[config.mk]
export PLATFORM = sky130hd
export DESIGN_NAME = zx_spi_master
export DESIGN_NICKNAME = d
export VERILOG_FILES = /design/src/rtl/zx_spi_pkg.sv /design/src/rtl/zx_spi_master_tick_gen.sv /design/src/rtl/zx_spi_master.sv
export SDC_FILE = /design/constraint.sdc
export NUM_CORES = 1
export LEC_CHECK = 0
export BUFFER_PORTS_ARGS = -buffer_cell sky130_fd_sc_hd__buf_2
export CAP_MARGIN = 20
export CORE_ASPECT_RATIO = 1.2
export CORE_UTILIZATION = 45
export DETAILED_ROUTE_END_ITERATION = 10
export PLACE_DENSITY = 0.65
export SLEW_MARGIN = 25
export SYNTH_ARGS = -nofsm -noshare
export SYNTH_HDL_FRONTEND = slang
export SYNTH_SLANG_ARGS = --single-unit
[constraint.sdc]
create_clock -name clk_sys -period 3.43 [get_ports clk_sys]
set_clock_uncertainty 0.1 [all_clocks]
set_input_delay 0.1715 -clock clk_sys [delete_from_list [all_inputs] [get_ports clk_sys]]
set_output_delay 0.1715 -clock clk_sys [all_outputs]
set_load 0.03 [all_outputs]
[src/rtl/zx_spi_pkg.sv]
// Shared types and constants for the ZX SPI master (CPU-side SD card port).
package zx_spi_pkg;

  // Transfer FSM: IDLE waits for a CPU strobe, LOW/HIGH are the two
  // spi_clk half-periods of each bit.
  typedef enum logic [1:0] {
    ST_IDLE = 2'd0,
    ST_LOW  = 2'd1,
    ST_HIGH = 2'd2
  } spi_state_e;

  // Byte shifted out when a read launches a background fetch.
  localparam logic [7:0] SPI_FILL_BYTE = 8'hFF;

  // Divider counter width; covers CLK_DIV up to 255.
  localparam int CLK_DIV_W = 8;

endpackage

[src/rtl/zx_spi_master_tick_gen.sv]
// Half-period tick generator for the SPI master. Emits a one-cycle tick on
// the last cycle of every CLK_DIV-cycle window while enabled; held at zero
// while disabled or cleared so each transfer starts from a fresh window.
module spi_tick_gen
  import zx_spi_pkg::*;
#(
  parameter int CLK_DIV = 4
) (
  input  logic clk_sys,
  input  logic reset,
  input  logic i_en,
  input  logic i_clr,
  output logic o_tick
);

  localparam logic [CLK_DIV_W-1:0] LP_LAST = CLK_DIV_W'(CLK_DIV - 1);

  logic [CLK_DIV_W-1:0] r_cnt;

  // Divider: counts 0..CLK_DIV-1 while enabled, otherwise parked at zero.
  always_ff @(posedge clk_sys) begin
    if (reset || i_clr || !i_en) begin
      r_cnt <= '0;
    end else if (r_cnt == LP_LAST) begin
      r_cnt <= '0;
    end else begin
      r_cnt <= r_cnt + CLK_DIV_W'(1);
    end
  end

  assign o_tick = i_en && (r_cnt == LP_LAST);

endmodule

[src/rtl/zx_spi_master.sv]
// ZX SPI master: turns Z80 port strobes into byte-wide SPI mode-0 transfers
// towards the SD card block. MSB first; MISO sampled on the spi_clk rising
// edge, MOSI updated on the falling edge (or at transfer start).
//
// Build option: define SPI_RD_AUTOXFER_EN to make a data-port read in IDLE
// launch a background transfer of 8'hFF (DivMMC style). Without it, reads
// have no side effects.
//
// Handshake: the CPU strobes (cs_wr, data_wr, data_rd) are single-cycle
// requests accepted only while busy is low; any strobe seen while busy is
// high is dropped. dout is valid from the cycle busy falls until the next
// transfer completes.
module zx_spi_master
  import zx_spi_pkg::*;
#(
  parameter int CLK_DIV = 4
) (
  input  logic       clk_sys,
  input  logic       reset,
  input  logic       cs_wr,
  input  logic       data_wr,
  input  logic       data_rd,
  input  logic [7:0] din,
  output logic [7:0] dout,
  output logic       busy,
  output logic       spi_clk,
  output logic       spi_ss,
  output logic       spi_do,
  input  logic       spi_di
);

`ifdef SPI_RD_AUTOXFER_EN
  localparam logic LP_RD_AUTOXFER = 1'b1;
`else
  localparam logic LP_RD_AUTOXFER = 1'b0;
`endif

  spi_state_e r_state;
  spi_state_e w_next_state;

  logic [7:0] r_tx;
  logic [7:0] r_rx;
  logic [2:0] r_bit_cnt;
  logic [7:0] r_dout;
  logic       r_busy;
  logic       r_spi_clk;
  logic       r_spi_ss;

  logic [7:0] w_tx;
  logic [7:0] w_rx;
  logic [2:0] w_bit_cnt;
  logic [7:0] w_dout;
  logic       w_busy;
  logic       w_spi_clk;
  logic       w_spi_ss;

  logic       w_idle;
  logic       w_start;
  logic [7:0] w_start_byte;
  logic       w_tick;

  // data_wr has priority over a same-cycle read; a read only ever sends fill.
  assign w_idle       = (r_state == ST_IDLE);
  assign w_start      = w_idle && (data_wr || (data_rd && LP_RD_AUTOXFER));
  assign w_start_byte = data_wr ? din : SPI_FILL_BYTE;

  spi_tick_gen #(
    .CLK_DIV (CLK_DIV)
  ) u_tick_gen (
    .clk_sys (clk_sys),
    .reset   (reset),
    .i_en    (!w_idle),
    .i_clr   (w_start),
    .o_tick  (w_tick)
  );

  // State register.
  always_ff @(posedge clk_sys) begin
    if (reset) begin
      r_state <= ST_IDLE;
    end else begin
      r_state <= w_next_state;
    end
  end

  // Next-state logic: alternate LOW/HIGH per tick until bit 7's HIGH ends.
  always_comb begin
    w_next_state = r_state;
    case (r_state)
      ST_IDLE: if (w_start) w_next_state = ST_LOW;
      ST_LOW:  if (w_tick)  w_next_state = ST_HIGH;
      ST_HIGH: if (w_tick)  w_next_state = (r_bit_cnt == 3'd7) ? ST_IDLE : ST_LOW;
      default: w_next_state = ST_IDLE;
    endcase
  end

  // Output/datapath next values for the pins, shift registers and status.
  always_comb begin
    w_tx      = r_tx;
    w_rx      = r_rx;
    w_bit_cnt = r_bit_cnt;
    w_dout    = r_dout;
    w_busy    = r_busy;
    w_spi_clk = r_spi_clk;
    w_spi_ss  = r_spi_ss;
    case (r_state)
      ST_IDLE: begin
        // Chip select only moves between bytes.
        if (cs_wr) w_spi_ss = din[0];
        if (w_start) begin
          w_busy    = 1'b1;
          w_tx      = w_start_byte;
          w_bit_cnt = 3'd0;
        end
      end
      ST_LOW: begin
        if (w_tick) begin
          w_spi_clk = 1'b1;
          w_rx      = {r_rx[6:0], spi_di};
        end
      end
      ST_HIGH: begin
        if (w_tick) begin
          w_spi_clk = 1'b0;
          if (r_bit_cnt == 3'd7) begin
            w_busy = 1'b0;
            w_dout = r_rx;
            // Refill with ones so MOSI idles high.
            w_tx   = 8'hFF;
          end else begin
            w_bit_cnt = r_bit_cnt + 3'd1;
            w_tx      = {r_tx[6:0], 1'b1};
          end
        end
      end
      default: begin
        w_busy    = 1'b0;
        w_spi_clk = 1'b0;
      end
    endcase
  end

  // Datapath registers; reset aborts any transfer on the spot.
  always_ff @(posedge clk_sys) begin
    if (reset) begin
      r_tx      <= 8'hFF;
      r_rx      <= 8'hFF;
      r_bit_cnt <= 3'd0;
      r_dout    <= 8'hFF;
      r_busy    <= 1'b0;
      r_spi_clk <= 1'b0;
      r_spi_ss  <= 1'b1;
    end else begin
      r_tx      <= w_tx;
      r_rx      <= w_rx;
      r_bit_cnt <= w_bit_cnt;
      r_dout    <= w_dout;
      r_busy    <= w_busy;
      r_spi_clk <= w_spi_clk;
      r_spi_ss  <= w_spi_ss;
    end
  end

  // MOSI is the top of the tx shifter, so it only moves with the shifter.
  assign spi_do  = r_tx[7];
  assign spi_clk = r_spi_clk;
  assign spi_ss  = r_spi_ss;
  assign dout    = r_dout;
  assign busy    = r_busy;

endmodule

### After elaboration in Yosys (flattened, before gate mapping)

Cells that the tools add are included.

| operators by class | value |
|---|---|
| add/sub/neg operators | 2 |
| equal/unequal tests | 9 |
| mux-type cells | 21 |
| bitwise operators | 2 |
| reduce and logical (&&, ||, !) cells | 16 |

Operators with widths:

| cell | number |
|---|---|
| 8-bit 2-to-1 mux | 4 |
| 8-bit case mux with 2 select lines | 1 |
| 3-bit AND reduction | 4 |
| 3-bit 2-to-1 mux | 3 |
| 8-bit by 1-bit adder with 8-bit output, second input constant | 1 |
| 8-bit by 2-bit == test with 1-bit output, second input constant | 1 |
| 4-bit AND reduction | 2 |
| 1-bit 2-to-1 mux | 6 |
| 2-bit 2-to-1 mux | 3 |
| 2-bit by 1-bit != test with 1-bit output, second input constant | 3 |
| 1-bit case mux with 3 select lines | 2 |
| 2-bit case mux with 3 select lines | 1 |
| 3-bit case mux with 2 select lines | 1 |
| 2-bit != test, second input constant | 2 |
| 2-bit AND reduction | 2 |
| 3-bit by 1-bit adder with 3-bit output, second input constant | 1 |
| 3-bit == test, second input constant | 1 |
| 2-bit by 1-bit == test with 1-bit output, second input constant | 1 |
| 2-bit == test, second input constant | 1 |
| 1-bit logical AND | 2 |
| 2-bit zero test | 1 |
| 1-bit logical OR | 2 |
| 1-bit NOT | 2 |
| 2-bit nonzero test | 1 |
| other kinds (2) | 2 |

| storage, ports and cells | value |
|---|---|
| flip-flop bits (word level) | 40 |
| bits of input ports | 14 |
| output and inout port bits | 12 |
| word-level logic and storage cells | 59 |

### Longest topological paths before layout

| logic depth | value |
|---|---|
| word-level depth | 5 |
| gate-level depth with buffers | 5 |
| gate-level depth less buffers | 5 |

### Hierarchy

Synthesis repeated with hierarchy kept, for this count alone.

| unflattened totals | value |
|---|---|
| cell total of the unflattened synthesis | 210 |
| area total of the unflattened synthesis | 1866.8 um2 |

Modules (own cells, without submodules):

| module | times used | cells each | area an instance (um2) |
|---|---|---|---|
| zx_spi_master | 1 | 171 | 1526.5 |
| spi_tick_gen | 1 | 39 | 340.3 |

### Least setup slack after synthesis

No wires, ideal clock.

| timing path | value |
|---|---|
| kind | register to register |
| start point | register u_tick_gen.r_cnt[0] |
| end point | register r_bit_cnt[2] |
| data arrival time | 1702 ps |
| data required time | 3214 ps |
| path slack | 1512 ps |
| cell stages (with the launch flop) | 6 |
| path buffers | 1 |
| clock period less this slack | 1918 ps |
| cells stage by stage | dfxtp_1 ha_1 or3b_1 clkbuf_1 or3_4 a41o_1 |

| on the way | value |
|---|---|
| longest elaborated chain between the ends | 4 |

Ends and longest elaborated chain:

| what | RTL line | text |
|---|---|---|
| start: declaration | zx_spi_master_tick_gen.sv:18 | `logic [CLK_DIV_W-1:0] r_cnt;` |
| start signal: assignment | zx_spi_master_tick_gen.sv:27 | `r_cnt <= r_cnt + CLK_DIV_W'(1);` |
| 8-bit by 2-bit == test with 1-bit output | zx_spi_master_tick_gen.sv:31 | `assign o_tick = i_en && (r_cnt == LP_LAST);` |
| 1-bit logical AND | zx_spi_master_tick_gen.sv:31 |  |
| 2-bit by 1-bit != test with 1-bit output (no line) | n/a |  |
| 4-bit AND reduction (no line) | n/a |  |
| end signal: assignment | zx_spi_master.sv:156 | `r_bit_cnt <= w_bit_cnt;` |
| end: declaration | zx_spi_master.sv:43 | `logic [2:0] r_bit_cnt;` |

Every way passes these cells.
A chain may end at the register's enable or synchronous reset.

### Final worst setup path

| timing path | value |
|---|---|
| start point | register u_tick_gen.r_cnt[0] |
| end point | register r_dout[0] (netlist: dout[0]) |

| on the way | value |
|---|---|
| longest elaborated chain between the ends | 3 |

Ends and longest elaborated chain:

| what | RTL line | text |
|---|---|---|
| 8-bit by 2-bit == test with 1-bit output | zx_spi_master_tick_gen.sv:31 |  |
| 1-bit logical AND | zx_spi_master_tick_gen.sv:31 |  |
| 3-bit AND reduction (no line) | n/a |  |
| end signal: assignment | zx_spi_master.sv:157 | `r_dout <= w_dout;` |
| end: declaration | zx_spi_master.sv:44 | `logic [7:0] r_dout;` |

Every way passes these cells.

==> parameters.txt <==
Parameter                              Value

Final layout
  Synthesis-to-finish area growth    14.4%
  Final antenna diode count    0
  Filler Cells Inserted    343
  Proportion of layout cells with a drive suffix above 1    0.178
  Layout Nets    ~230

Placed design
  Placer congestion estimate    ~0.73
  Half-perimeter wire length after placement    roughly 2.3 mm
  Count of buffers from port buffering    24

Setup path
  CP endpoint    dout[0]
  Category of the worst setup path launch point    register
  List of cells traversed by the critical path    ha_1, nor3b_1, nand4_1, mux2i_1
  Required time at the endpoint of the critical path    approximately 3.5 ns
  Flop-to-flop setup slack    1.23 ns
  Source of the critical timing path    u_tick_gen.r_cnt[0]
  WP data arrival    approximately 2.3 ns
  Largest incremental delay on the critical path    0.59 ns
  Worst Path Class, Setup    reg2reg
  R2r endpoint    dout[0]
  Nature of the critical path endpoint    register
  Slowest stage cell, crit path    sky130_fd_sc_hd__nand4_1
  Depth of the most critical reg-to-reg path    4
  Reg-to-Reg Start    u_tick_gen.r_cnt[0]
  Largest fanout on the critical path    8

Timing
  Max-slew violation total from the final report    0
  Shortest period the worst path allows    about 2.2 ns
  Final Hold Fails    0
  Final period utilization    0.642
  Setup total negative slack    0 ns
  Unrepaired setup endpoints after global routing    false
  Slew at the pin closest to its max-slew limit    0.879 ns
  Maximum operating frequency    approximately 450 MHz
  Relative max-transition margin    0.413
  Final setup fails    0

Detailed routing
  Residual antenna-violating net count after detailed routing    0
  Count of vias placed by the detailed router    1359
  Detail-routed via count per cell    5.23
  Detailed-router iteration count before antenna repair    4
  Initial drt markers    47
  Drt drc    0
  Detailed-route wire length per cell    ~13 um
  Routed wire length    3.28 mm

Run
  Max-cap violations    0

Clock network
  Total number of clock tree sinks    40
  TritonCTS Buffers    5
  Clock root buffer master    sky130_fd_sc_hd__clkbuf_8
  H-tree levels    2
  Post-cts repair resize count    0
  CTS clk-pin slew, worst paths    ~0.070 ns
  Clk_lat worst skew    around 0.29 ns
  Clock Path Buffers    2
  Clock tree from TritonCTS    done

Floorplan
  Area of the core    3630 um2
  Num ports    26
  Number of cell rows    24
  Initial core utilization    0.472
  Height of the die    between 60 and 70 um
  DIE AREA    between 4000 and 5000 um2
  Chip Width    between 50 and 60 um

Power and ir drop
  P per Cell Area    about 430 nW/um2
  Post-layout power    847 uW
  Total leakage power    roughly 0.87 nW
  Peak supply drop    ~0.26 mV

Synthesis
  Average cell area after synthesis    about 9.3 um2
  Synth Cell Area    between 1500 and 2000 um2
  Number of nets produced by synthesis    slightly above 200
  Sequential area share after synthesis    0.466
  Number of distinct standard cells referenced by the synthesized netlist    37
  Synthesized instance count    185
  Number of storage elements in the synthesis netlist    40
  Number of enable-type register cells in the synthesized netlist    0
  Most used flip-flop cell after synthesis    sky130_fd_sc_hd__dfxtp_1
  Async SR Flop Fraction    0
  Ys Warns    0

Global route
  Number of global-route vias before repair    1447
  Wire length of the first global-routing pass    about 6 mm
  Overall fraction of global-route tracks in use    0.191
  Residual overflow from global routing    0
  Initial antenna violation count    0
  Maximum number of pins on one net before global-route repair    38

Run status
  Status    finished, final reports clean

Hold path
  Class of the most critical hold timing path    in2reg
-- logic make-up after synthesis --
logic type | count (synthesis) | synth area share
xor gates and xnor gates | 3 | 0.0153
and+or+nand+nor | 64 | 0.193
DFF | 40 | 0.466
AOI/OAI and AO/OA | 38 | 0.156
buffers and inverters | 20 | 0.0481
muxes | 17 | 0.0991
adders and majority gates | 3 | 0.0219
-- Yosys cell counts, drive strengths merged (4+ instances only) --
master,n,area share
nand3,7,0.020
o221ai,6,0.031
mux2i,17,0.099
clkbuf,10,0.022
a21oi,13,0.038
o21ai,6,0.017
inv,9,0.020
nor2,30,0.066
or3,4,0.017
dfxtp,40,0.47
-- per-layer routing --
layer  part of all wire  GRT usage
met1               0.44      0.208
met2               0.51      0.337
met3              0.030     0.0504
met4              0.022     0.0873
met5                  0          0
-- critical path: cells and delay by family (launching register included) --
kind | cells | cell delay [ns]
flip-flops | 1 | 0.36
AND/OR/NAND/NOR | 2 | 1.08
multiplexers | 1 | 0.31
adder cells (fa/ha/maj) | 1 | 0.26
-- through the flow --
stage / area, um2 / hold slack (ns) / setup slack (ns) / std cells / util
2_1_floorplan: 1720 / 0.202 / 1.51 / 185 / -
3_3_place_gp: 1850 / 0.292 / 1.29 / 250 / 0.510
3_5_place_dp: 1850 / 0.291 / 1.20 / 250 / 0.510
4_1_cts: 1960 / 0.00133 / 1.17 / 260 / 0.541
5_1_grt: 1960 / 0.00682 / 0.955 / 260 / 0.541
6_report: 1960 / 0.00415 / 1.23 / 260 / 0.541
-- registers in the layout, indices dropped and copies added, names as in the netlist --
register / count
busy: 1
dout: 8
u_tick_gen.r_cnt: 8
r_state: 2
r_tx: 8
r_bit_cnt: 3
r_rx: 8
spi_ss: 1
spi_clk: 1
-- layout by cell type, fill, tap and decap left out, types with 2 or more instances in the layout --
master,instances
sky130_fd_sc_hd__or3b_2,2
sky130_fd_sc_hd__o211ai_1,2
sky130_fd_sc_hd__a21oi_1,13
sky130_fd_sc_hd__dfxtp_1,40
sky130_fd_sc_hd__dlygate4sd3_1,3
sky130_fd_sc_hd__mux2i_1,17
sky130_fd_sc_hd__nor2_1,30
sky130_fd_sc_hd__buf_2,24
sky130_fd_sc_hd__xor2_1,2
sky130_fd_sc_hd__nor3b_1,2
sky130_fd_sc_hd__nor3_1,3
sky130_fd_sc_hd__o21ai_0,6
sky130_fd_sc_hd__nand2_1,3
sky130_fd_sc_hd__nand2b_1,3
sky130_fd_sc_hd__clkbuf_8,5
sky130_fd_sc_hd__or3_1,3
sky130_fd_sc_hd__nand3_1,7
sky130_fd_sc_hd__inv_1,9
sky130_fd_sc_hd__o221ai_1,6
sky130_fd_sc_hd__nand4_1,2
sky130_fd_sc_hd__nor2b_1,3
sky130_fd_sc_hd__a31oi_1,2
sky130_fd_sc_hd__o311ai_1,2
sky130_fd_sc_hd__ha_1,3
-- worst min path at each step --
| stage | start | end | slack (ns) | depth (start not counted) |
|---|---|---|---|---|
| 3_5_place_dp | din[6] | r_tx[6] | 0.29 | 3 |
| 4_1_cts | din[1] | r_tx[1] | 0.001 | 3 |
| 3_3_place_gp | din[5] | r_tx[5] | 0.29 | 3 |
| 5_1_grt | din[1] | r_tx[1] | 0.007 | 3 |
| 2_1_floorplan | din[1] | r_tx[1] | 0.20 | 2 |
| 6_report | din[2] | r_tx[2] | 0.004 | 3 |
-- repair_timing --
item | in CTS | in global routing
hold buffers | 3 | 0
endpoints found under the setup margin | 0 | 0
buffers inserted | 0 | 0
hold endpoints to repair | 3 | 0
-- layout make-up --
class / count / area, um2 / area share
Sequential cell: 40 / 801 / 0.408
Timing Repair Buffer: 27 / 150 / 0.0764
Multi-Input combinational cell: 125 / 833 / 0.424
Inverter: 9 / 33.8 / 0.0172
Clock buffer: 5 / 68.8 / 0.0350
Tap cell: 52 / 65.1 / 0.0331
Clock inverter: 2 / 12.5 / 0.00637
-- where the power goes --
| group | internal [mW] | switching (mW) | total (mW) |
|---|---|---|---|
| clock | 0.138 | 0.158 | 0.296 |
| sequential | 0.477 | 0.00856 | 0.486 |
| combinational | 0.0271 | 0.0386 | 0.0657 |
| total | 0.642 | 0.205 | 0.847 |
Note: power is estimated with default switching activity, not from simulation.
